--- src/rtl/ir_issue_if.sv ---
// Handshake/bus bundle for the IR word issuer: command push side and IR word output side.
// o_cmd_count is only carried when IR_STATS_EN is defined.
interface ir_issue_if #(
    parameter int unsigned DW = 16
);
    logic          i_cmd_valid;
    logic          o_cmd_ready;
    logic [DW-1:0] i_src_dev;
    logic [DW-1:0] i_src_addr;
    logic [DW-1:0] i_tgt_dev;
    logic [DW-1:0] i_tgt_addr;
    logic          i_stall;
    logic          o_ir_en;
    logic [DW-1:0] o_ir;
    logic [1:0]    o_phase;
    logic          o_target_device_flag;
    logic          o_busy;
`ifdef IR_STATS_EN
    logic [15:0]   o_cmd_count;
`endif

    // Command sequencer / downstream side.
    modport master (
        output i_cmd_valid, i_src_dev, i_src_addr, i_tgt_dev, i_tgt_addr, i_stall,
        input  o_cmd_ready, o_ir_en, o_ir, o_phase, o_target_device_flag, o_busy
`ifdef IR_STATS_EN
        , input o_cmd_count
`endif
    );

    // Issuer side.
    modport slave (
        input  i_cmd_valid, i_src_dev, i_src_addr, i_tgt_dev, i_tgt_addr, i_stall,
        output o_cmd_ready, o_ir_en, o_ir, o_phase, o_target_device_flag, o_busy
`ifdef IR_STATS_EN
        , output o_cmd_count
`endif
    );
endinterface

--- src/rtl/ir_issue.sv ---
// IR word issuer: queues transfer commands and serialises each as four IR words.
// Define IR_STATS_EN to add the completed-command counter o_cmd_count.
module ir_issue #(
    parameter int unsigned DW         = 16,
    parameter int unsigned FIFO_DEPTH = 4
) (
    input logic       clk,
    input logic       rst_n,
    ir_issue_if.slave bus
);
    localparam int unsigned PW = $clog2(FIFO_DEPTH);
    localparam int unsigned CW = PW + 1;
    localparam int unsigned EW = 4 * DW;

    typedef enum logic [2:0] {
        StIdle,
        StSrcDev,
        StSrcAddr,
        StTgtDev,
        StTgtAddr
    } state_e;

    state_e        state_q, state_d;
    logic [EW-1:0] mem_q [FIFO_DEPTH];
    logic [PW-1:0] wr_ptr_q, wr_ptr_d;
    logic [PW-1:0] rd_ptr_q, rd_ptr_d;
    logic [CW-1:0] count_q, count_d;
    logic [EW-1:0] issue_q, issue_d;

    logic full, empty, push, pop, accept;

    assign full   = (count_q == CW'(FIFO_DEPTH));
    assign empty  = (count_q == '0);
    assign push   = bus.i_cmd_valid & ~full;
    assign accept = (state_q != StIdle) & ~bus.i_stall;

    always_comb begin
        state_d = state_q;
        pop     = 1'b0;
        unique case (state_q)
            StIdle: begin
                if (!empty) begin
                    pop     = 1'b1;
                    state_d = StSrcDev;
                end
            end
            StSrcDev:  if (accept) state_d = StSrcAddr;
            StSrcAddr: if (accept) state_d = StTgtDev;
            StTgtDev:  if (accept) state_d = StTgtAddr;
            StTgtAddr: begin
                // Chain straight into the next command so o_ir_en stays continuous.
                if (accept) begin
                    if (!empty) begin
                        pop     = 1'b1;
                        state_d = StSrcDev;
                    end else begin
                        state_d = StIdle;
                    end
                end
            end
            default: state_d = StIdle;
        endcase
    end

    always_comb begin
        wr_ptr_d = wr_ptr_q;
        rd_ptr_d = rd_ptr_q;
        count_d  = count_q;
        issue_d  = issue_q;
        if (push) wr_ptr_d = wr_ptr_q + PW'(1);
        if (pop) begin
            rd_ptr_d = rd_ptr_q + PW'(1);
            issue_d  = mem_q[rd_ptr_q];
        end
        if (push && !pop) count_d = count_q + CW'(1);
        else if (!push && pop) count_d = count_q - CW'(1);
    end

    always_ff @(posedge clk) begin
        if (!rst_n) begin
            state_q  <= StIdle;
            wr_ptr_q <= '0;
            rd_ptr_q <= '0;
            count_q  <= '0;
            issue_q  <= '0;
        end else begin
            state_q  <= state_d;
            wr_ptr_q <= wr_ptr_d;
            rd_ptr_q <= rd_ptr_d;
            count_q  <= count_d;
            issue_q  <= issue_d;
        end
    end

    // Queue storage needs no reset: entries are only read after being written.
    always_ff @(posedge clk) begin
        if (push) begin
            mem_q[wr_ptr_q] <= {bus.i_src_dev, bus.i_src_addr, bus.i_tgt_dev, bus.i_tgt_addr};
        end
    end

    always_comb begin
        bus.o_ir                 = '0;
        bus.o_phase              = 2'd0;
        bus.o_target_device_flag = 1'b0;
        unique case (state_q)
            StSrcDev: begin
                bus.o_ir    = issue_q[4*DW-1:3*DW];
                bus.o_phase = 2'd0;
            end
            StSrcAddr: begin
                bus.o_ir    = issue_q[3*DW-1:2*DW];
                bus.o_phase = 2'd1;
            end
            StTgtDev: begin
                bus.o_ir                 = issue_q[2*DW-1:DW];
                bus.o_phase              = 2'd2;
                bus.o_target_device_flag = 1'b1;
            end
            StTgtAddr: begin
                bus.o_ir    = issue_q[DW-1:0];
                bus.o_phase = 2'd3;
            end
            default: ;
        endcase
    end

    assign bus.o_ir_en     = (state_q != StIdle);
    assign bus.o_cmd_ready = ~full;
    assign bus.o_busy      = ~empty | (state_q != StIdle);

`ifdef IR_STATS_EN
    logic [15:0] cmd_count_q, cmd_count_d;

    always_comb begin
        cmd_count_d = cmd_count_q;
        if ((state_q == StTgtAddr) && accept) cmd_count_d = cmd_count_q + 16'd1;
    end

    always_ff @(posedge clk) begin
        if (!rst_n) cmd_count_q <= '0;
        else        cmd_count_q <= cmd_count_d;
    end

    assign bus.o_cmd_count = cmd_count_q;
`endif

endmodule

--- src/flat_wrapper.sv ---
// flat-port wrapper written by rule: the top's interface ports become plain ports
module ir_issue_flat 
#(
    parameter int unsigned DW         = 16,
    parameter int unsigned FIFO_DEPTH = 4
)
  (clk, rst_n, bus_i_cmd_valid, bus_i_src_dev, bus_i_src_addr, bus_i_tgt_dev, bus_i_tgt_addr, bus_i_stall, bus_o_cmd_ready, bus_o_ir_en, bus_o_ir, bus_o_phase, bus_o_target_device_flag, bus_o_busy);
  ir_issue_if #(.DW(DW)) bus_i ();
  input logic clk;
  input logic rst_n;
  input wire logic [$bits(bus_i.i_cmd_valid)-1:0] bus_i_cmd_valid;
  input wire logic [$bits(bus_i.i_src_dev)-1:0] bus_i_src_dev;
  input wire logic [$bits(bus_i.i_src_addr)-1:0] bus_i_src_addr;
  input wire logic [$bits(bus_i.i_tgt_dev)-1:0] bus_i_tgt_dev;
  input wire logic [$bits(bus_i.i_tgt_addr)-1:0] bus_i_tgt_addr;
  input wire logic [$bits(bus_i.i_stall)-1:0] bus_i_stall;
  output wire logic [$bits(bus_i.o_cmd_ready)-1:0] bus_o_cmd_ready;
  output wire logic [$bits(bus_i.o_ir_en)-1:0] bus_o_ir_en;
  output wire logic [$bits(bus_i.o_ir)-1:0] bus_o_ir;
  output wire logic [$bits(bus_i.o_phase)-1:0] bus_o_phase;
  output wire logic [$bits(bus_i.o_target_device_flag)-1:0] bus_o_target_device_flag;
  output wire logic [$bits(bus_i.o_busy)-1:0] bus_o_busy;
  assign bus_i.i_cmd_valid = bus_i_cmd_valid;
  assign bus_i.i_src_dev = bus_i_src_dev;
  assign bus_i.i_src_addr = bus_i_src_addr;
  assign bus_i.i_tgt_dev = bus_i_tgt_dev;
  assign bus_i.i_tgt_addr = bus_i_tgt_addr;
  assign bus_i.i_stall = bus_i_stall;
  assign bus_o_cmd_ready = bus_i.o_cmd_ready;
  assign bus_o_ir_en = bus_i.o_ir_en;
  assign bus_o_ir = bus_i.o_ir;
  assign bus_o_phase = bus_i.o_phase;
  assign bus_o_target_device_flag = bus_i.o_target_device_flag;
  assign bus_o_busy = bus_i.o_busy;
  ir_issue #(.DW(DW), .FIFO_DEPTH(FIFO_DEPTH)) u_core (.clk(clk), .rst_n(rst_n), .bus(bus_i));
endmodule
--- config.mk ---
export PLATFORM = sky130hd
export DESIGN_NAME = ir_issue_flat
export DESIGN_NICKNAME = d
export VERILOG_FILES = /design/src/rtl/ir_issue_if.sv /design/src/rtl/ir_issue.sv /design/src/flat_wrapper.sv
export SDC_FILE = /design/constraint.sdc
export NUM_CORES = 1
export LEC_CHECK = 0
export CAP_MARGIN = 20
export CORE_MARGIN = 5
export CORE_UTILIZATION = 55
export CTS_BUF_LIST = sky130_fd_sc_hd__clkbuf_16
export DETAILED_ROUTE_END_ITERATION = 12
export GPL_TIMING_DRIVEN = 0
export PLACE_DENSITY = 0.75
export SLEW_MARGIN = 20
export SYNTH_ARGS = -nofsm -noshare
export SYNTH_HDL_FRONTEND = slang
export SYNTH_SLANG_ARGS = --single-unit
--- constraint.sdc ---
create_clock -name clk -period 3.3 [get_ports clk]
set_input_delay 0.66 -clock clk [delete_from_list [all_inputs] [get_ports clk]]
set_output_delay 0.66 -clock clk [all_outputs]
set_load 0.005 [all_outputs]
* After elaboration in Yosys (flattened, before gate mapping)
Memory sizes are Yosys's and may differ from the RTL's. A register that Yosys moved wholly into a read port is not among the register bits.
Cells that the tools add are included.
W data, S select, Z words.
** Storage, ports and cells
- Flip-flop bits (word level) :: 10
- Bits in writable memories :: 256
- Input bits :: 68
- Logic and storage cells :: 52
- Memories :: 1
** Cells by class
- Add/subtract/negate cells :: 4
- Eq/ne operators :: 10
- Muxes and demuxes :: 17
- Bitwise gates (word level) :: 6
- Reduce and logical (&&, ||, !) cells :: 10
** Memory list
- u_core.mem_q :: words 4, bits a word 64, rd ports 1, clocked after memory_dff 1, wr ports 1, line ir_issue.sv:24 : logic [EW-1:0] mem_q [FIFO_DEPTH];
** Operators by type and width (number)
- $pmux W16 S4 :: 1
- $mux W3 :: 7
- $pmux W3 S5 :: 1
- $ne A2 B1 Y1 const B :: 4
- $eq A3 B2 Y1 const B :: 2
- $eq A3 B3 Y1 const B :: 2
- $logic_not A3 Y1 :: 2
- $mux W1 :: 6
- $pmux W2 S3 :: 1
- $reduce_and A5 Y1 :: 1
- $add A2 B1 Y2 const B :: 2
- $add A3 B1 Y3 const B :: 1
- $eq A3 B1 Y1 const B :: 1
- $logic_not A1 Y1 :: 3
- $not A1 Y1 :: 3
- $reduce_bool A3 Y1 :: 1
- $sub A3 B1 Y3 const B :: 1
- $and A1 B1 Y1 :: 2
- $logic_and A1 B1 Y1 :: 2
- $ne A2 B2 Y1 const B :: 1
- $pmux W1 S2 :: 1
- $reduce_bool A2 Y1 :: 1
- $or A1 B1 Y1 :: 1

* Logic depth before layout (Yosys ltp)
- Depth in word-level cells :: 7
- Depth in mapped cells :: 11

* Worst setup path before layout
No wires, ideal clock.
- Path type :: register -> register
- Start :: reg u_core.count_q[0]
- End :: mem u_core.mem_q[0][0] (netlist name), enable pin
- Arrival time :: 2226 ps
- Path slack :: 645 ps
- Cell stages (with the launch flop) :: 4
- Path buffers :: 0
- Clock period less this slack :: 2655 ps
- Path through :: dfxtp_1 > nor3b_1 > inv_1 > and3_1
** Between the ends
- Longest elaborated chain between the ends :: 5
** RTL lines
- start: declaration :: line ir_issue.sv:27 : logic [CW-1:0] count_q, count_d;
- start signal: assignment :: line ir_issue.sv:90 : count_q <= count_d;
- $eq A3 B3 Y1 :: line ir_issue.sv:32 : assign full = (count_q == CW'(FIFO_DEPTH));
- $not A1 Y1
- net bus_o_cmd_ready :: line flat_wrapper.sv:17 : output wire logic [$bits(bus_i.o_cmd_ready)-1:0] bus_o_cmd_ready;
- $and A1 B1 Y1 :: line ir_issue.sv:34 : assign push = bus.i_cmd_valid & ~full;
- $mux W1 :: line ir_issue.sv:97 : if (push) begin
- $mux W1 (implied by the code) :: line ir_issue.sv:98 : mem_q[wr_ptr_q] <= {bus.i_src_dev, bus.i_src_addr, bus.i_tgt_dev, bus.i_tgt_addr};
- end: declaration :: line ir_issue.sv:24
The timed path passes the listed nets, and every way through them passes these cells.

* Worst setup path in the final report
- Start :: reg u_core.state_q[2]
- End :: out bus_o_ir[8]
** Between the ends
- Longest elaborated chain between the ends :: 2
- Elaborated cells between the ends (all ways) :: 5
- Classes of those cells :: 4 x eq/ne; 1 x mux
** RTL lines
- start: declaration :: line ir_issue.sv:23 : state_e state_q, state_d;
- start signal: assignment :: line ir_issue.sv:81 : state_q <= StIdle;
- start signal: assignment :: line ir_issue.sv:87 : state_q <= state_d;
- $eq A3 B3 Y1 (tied with other cells) :: line ir_issue.sv:106 : unique case (state_q)
- $pmux W16 S4 * :: line ir_issue.sv:106
- end: declaration :: line flat_wrapper.sv:19 : output wire logic [$bits(bus_i.o_ir)-1:0] bus_o_ir;
Every way passes the cells marked *; elsewhere a longest branch is shown, timed or not.

==> impl_metrics.yaml <==
status:
  status: "complete, no violations"
cells_and_area:
  nFillCells: 1483
  diodes: 0
  syn_to_final_growth_pct: 18.3
  seq_area_um2: 9170
  multiInputGateArea_um2: 3040
  final_design_area_no_fill_um2: 14800
  fin_nets: 878
  drive_above_1_share: 0.178
cts:
  cts-buffers-inserted: 31
  cts_buffer_depth: 3
  cts_tree: "yes"
  post_cts_buffers: 0
  clkTransAtPathRegs_ns: 0.06
  ctsHoldBuffers: 0
  htreeDepth: 1
  clock-sinks: 330
  root_buffer: "clkbuf_16"
  clock_latency_ns: 0.56
pwr:
  switchingPower_mw: 3.38
  vdd_ir_drop_max_v: 0.000529
  power_frac_comb: 0.265
  internal_power_mw: 8.49
  powerDensity_nw_per_um2: 802
  sw_frac_of_total: 0.284
  p_clk_frac: 0.276
  fin_total_pwr_mw: 11.9
  p_seq_frac: 0.459
  power.leakage_nw: 4.76
yosys:
  yosysWarnings: 0
  synth_top_area_frac: 0.615
  synth_most_common_cell: "edfxtp_1"
  synth_edf_count: 256
  synthFlopType: "edfxtp_1"
  syn_area_um2: 12500
  synth_area_per_cell_um2: 18.4
  ys_seq_area_frac: 0.733
  synthesis.nets: 752
  synthArstFlopShare: 0
  postSynthCellCount: 678
  synth_seq_cells: 330
  synth_top_cell_by_area: "edfxtp_1"
  synth_common_cells: "edfxtp_1, dfxtp_1, nand2_1"
  synthTopCellsByArea: "edfxtp_1, dfxtp_1, mux4_2"
  synth.distinct_cells: 40
worst_hold_path:
  min_path_type: "flop to flop"
  holdPathStages: 2
global_routing:
  antenna_found_initial: 0
  grt_max_degree: 39
  grt_usage: 0.200
  grt_pass1_wl_mm: 40.0
  overflow: 0
  grt_pass1_vias: 6982
critical_path:
  required_ns: 2.64
  end_kind: "output port"
  path_class: "flop to output port"
  path_max_fanout: 10
  worstPathArrival_ns: 2.51
  cp-start-kind: "flop"
  r2r_cells: 11
place:
  post_dp_cell_area_um2: 13900
  io_buffers: 89
  place_ws_ns: -0.0974
  post-dp-hpwl_mm: 17.1
  gp_congestion: 0.824
die:
  ios: 90
  coreArea_um2: 22500
  die_w_um: 161
  die_h_um: 161
  dieArea_um2: 25800
  start_util: 0.556
  rows: 55
timing:
  setup_viol: 0
  maxSlewHeadroom: 0.520
  post-route-min-period_ns: 3.17
  hold_violations: 0
  fmax_mhz: 316
  setup_tns_ns: 0
  skew_ns: 0.0168
  tightest_slew_ns: 0.719
  finalCritPeriodShare: 0.960
  drv_slew: 0
  worst_slack_ns: 0.132
  rsz0062_at_grt: "no"
detailed_routing:
  vias: 6619
  drc: 0
  wl_per_cell_um: 23.0
  viasPerCell: 5.95
  drt_iter0_markers: 613
  drtAntennaViolNets: 0
  firstDrtPassIters: 5
  postRouteWirelength_mm: 25.5
job:
  cap_violations: 0
layer usage:
| layer | track usage | part of all wire | vias to the layer above |
|---|---|---|---|
| met5 | 0 | 0 | - |
| met3 | 0.0308 | 0.047 | 36 |
| li1 | - | - | 2994 |
| met2 | 0.337 | 0.50 | 180 |
| met4 | 0.0485 | 0.021 | 0 |
| met1 | 0.279 | 0.43 | 3409 |
power by group through the flow:
stage / combinational (mW) / sequential [mW] / clock (mW)
2_1_floorplan: 2.19 / 5.42 / 0
3_3_place_gp: 3.02 / 5.52 / 0
3_5_place_dp: 3.15 / 5.52 / 0
4_1_cts: 3.17 / 5.44 / 3.34
5_1_grt: 3.40 / 5.50 / 3.52
6_report: 3.14 / 5.45 / 3.27
timing repair:
item | in CTS | in global routing
resized for setup | 2 | 3
endpoints found under the setup margin | 1 | 9
cloned | 0 | 0
pin swaps | 0 | 0
registers in the layout, indices dropped and copies added (netlist names):
name and flops:
u_core.count_q 3, u_core.state_q 3, u_core.rd_ptr_q 2, u_core.mem_q 256, u_core.wr_ptr_q 2, u_core.issue_q 64
final cells by class:
cell class,count,area share
Clock inverter,25,0.0110
Timing Repair Buffer,93,0.0656
Multi-Input combinational cell,294,0.205
Inverter,8,0.00203
Buffer,46,0.0196
Sequential cell,330,0.620
Tap cell,285,0.0241
Clock buffer,31,0.0524
worst max-delay path: stages, from the launching register on:
cell and delay, ns:
dfxtp_2 0.38, nor2b_1 0.14, buf_2 0.22, buf_4 0.23, a22oi_1 0.14, o22ai_1 0.27
clkdlybuf4s50_1 0.56
placed cells by master (no fill, tap or decap), types with 5 or more instances in the layout:
cell type,count
a22oi_1,16
buf_6,10
clkinv_2,6
clkbuf_16,31
o22ai_1,16
nor2_1,7
edfxtp_1,256
nand2_1,65
clkbuf_1,17
a21oi_1,5
mux2i_1,17
mux4_2,62
o2bb2ai_1,64
clkdlybuf4s50_1,89
buf_2,11
ha_1,5
dfxtp_1,73
inv_1,18
logic make-up (layout without fill, tap and decap cells):
group / Yosys count / in the layout / share of synthesized area
compound gates: 110 / 110 / 0.0695
mux: 82 / 82 / 0.130
xor+xnor: 3 / 3 / 0.00210
fa+ha+maj: 6 / 6 / 0.00660
simple gates: 93 / 93 / 0.0328
buf+inv: 54 / 203 / 0.0252
flops: 330 / 330 / 0.733
metrics by stage:
step | util | instances | hold WS, ns
3_5_place_dp | 0.616 | 1056 | 0.457
2_1_floorplan | - | 678 | 0.440
4_1_cts | 0.657 | 1112 | 0.466
5_1_grt | 0.657 | 1112 | 0.480
6_report | 0.657 | 1112 | 0.462
3_3_place_gp | 0.611 | 1052 | 0.447
path summary, 6_finish.rpt:
path	to	slack [ns]	from
max reg2reg	u_core.count_q[2]$_SDFFE_PN0P_	0.37	u_core.count_q[0]$_SDFFE_PN0P_
min	u_core.issue_q[55]$_SDFFE_PN0P_	0.46	u_core.issue_q[55]$_SDFFE_PN0P_
max	bus_o_ir[8]	0.13	u_core.state_q[2]$_SDFFE_PN0P_
min reg2reg	u_core.issue_q[55]$_SDFFE_PN0P_	0.46	u_core.issue_q[55]$_SDFFE_PN0P_
Power figures use the tool's default switching activity.
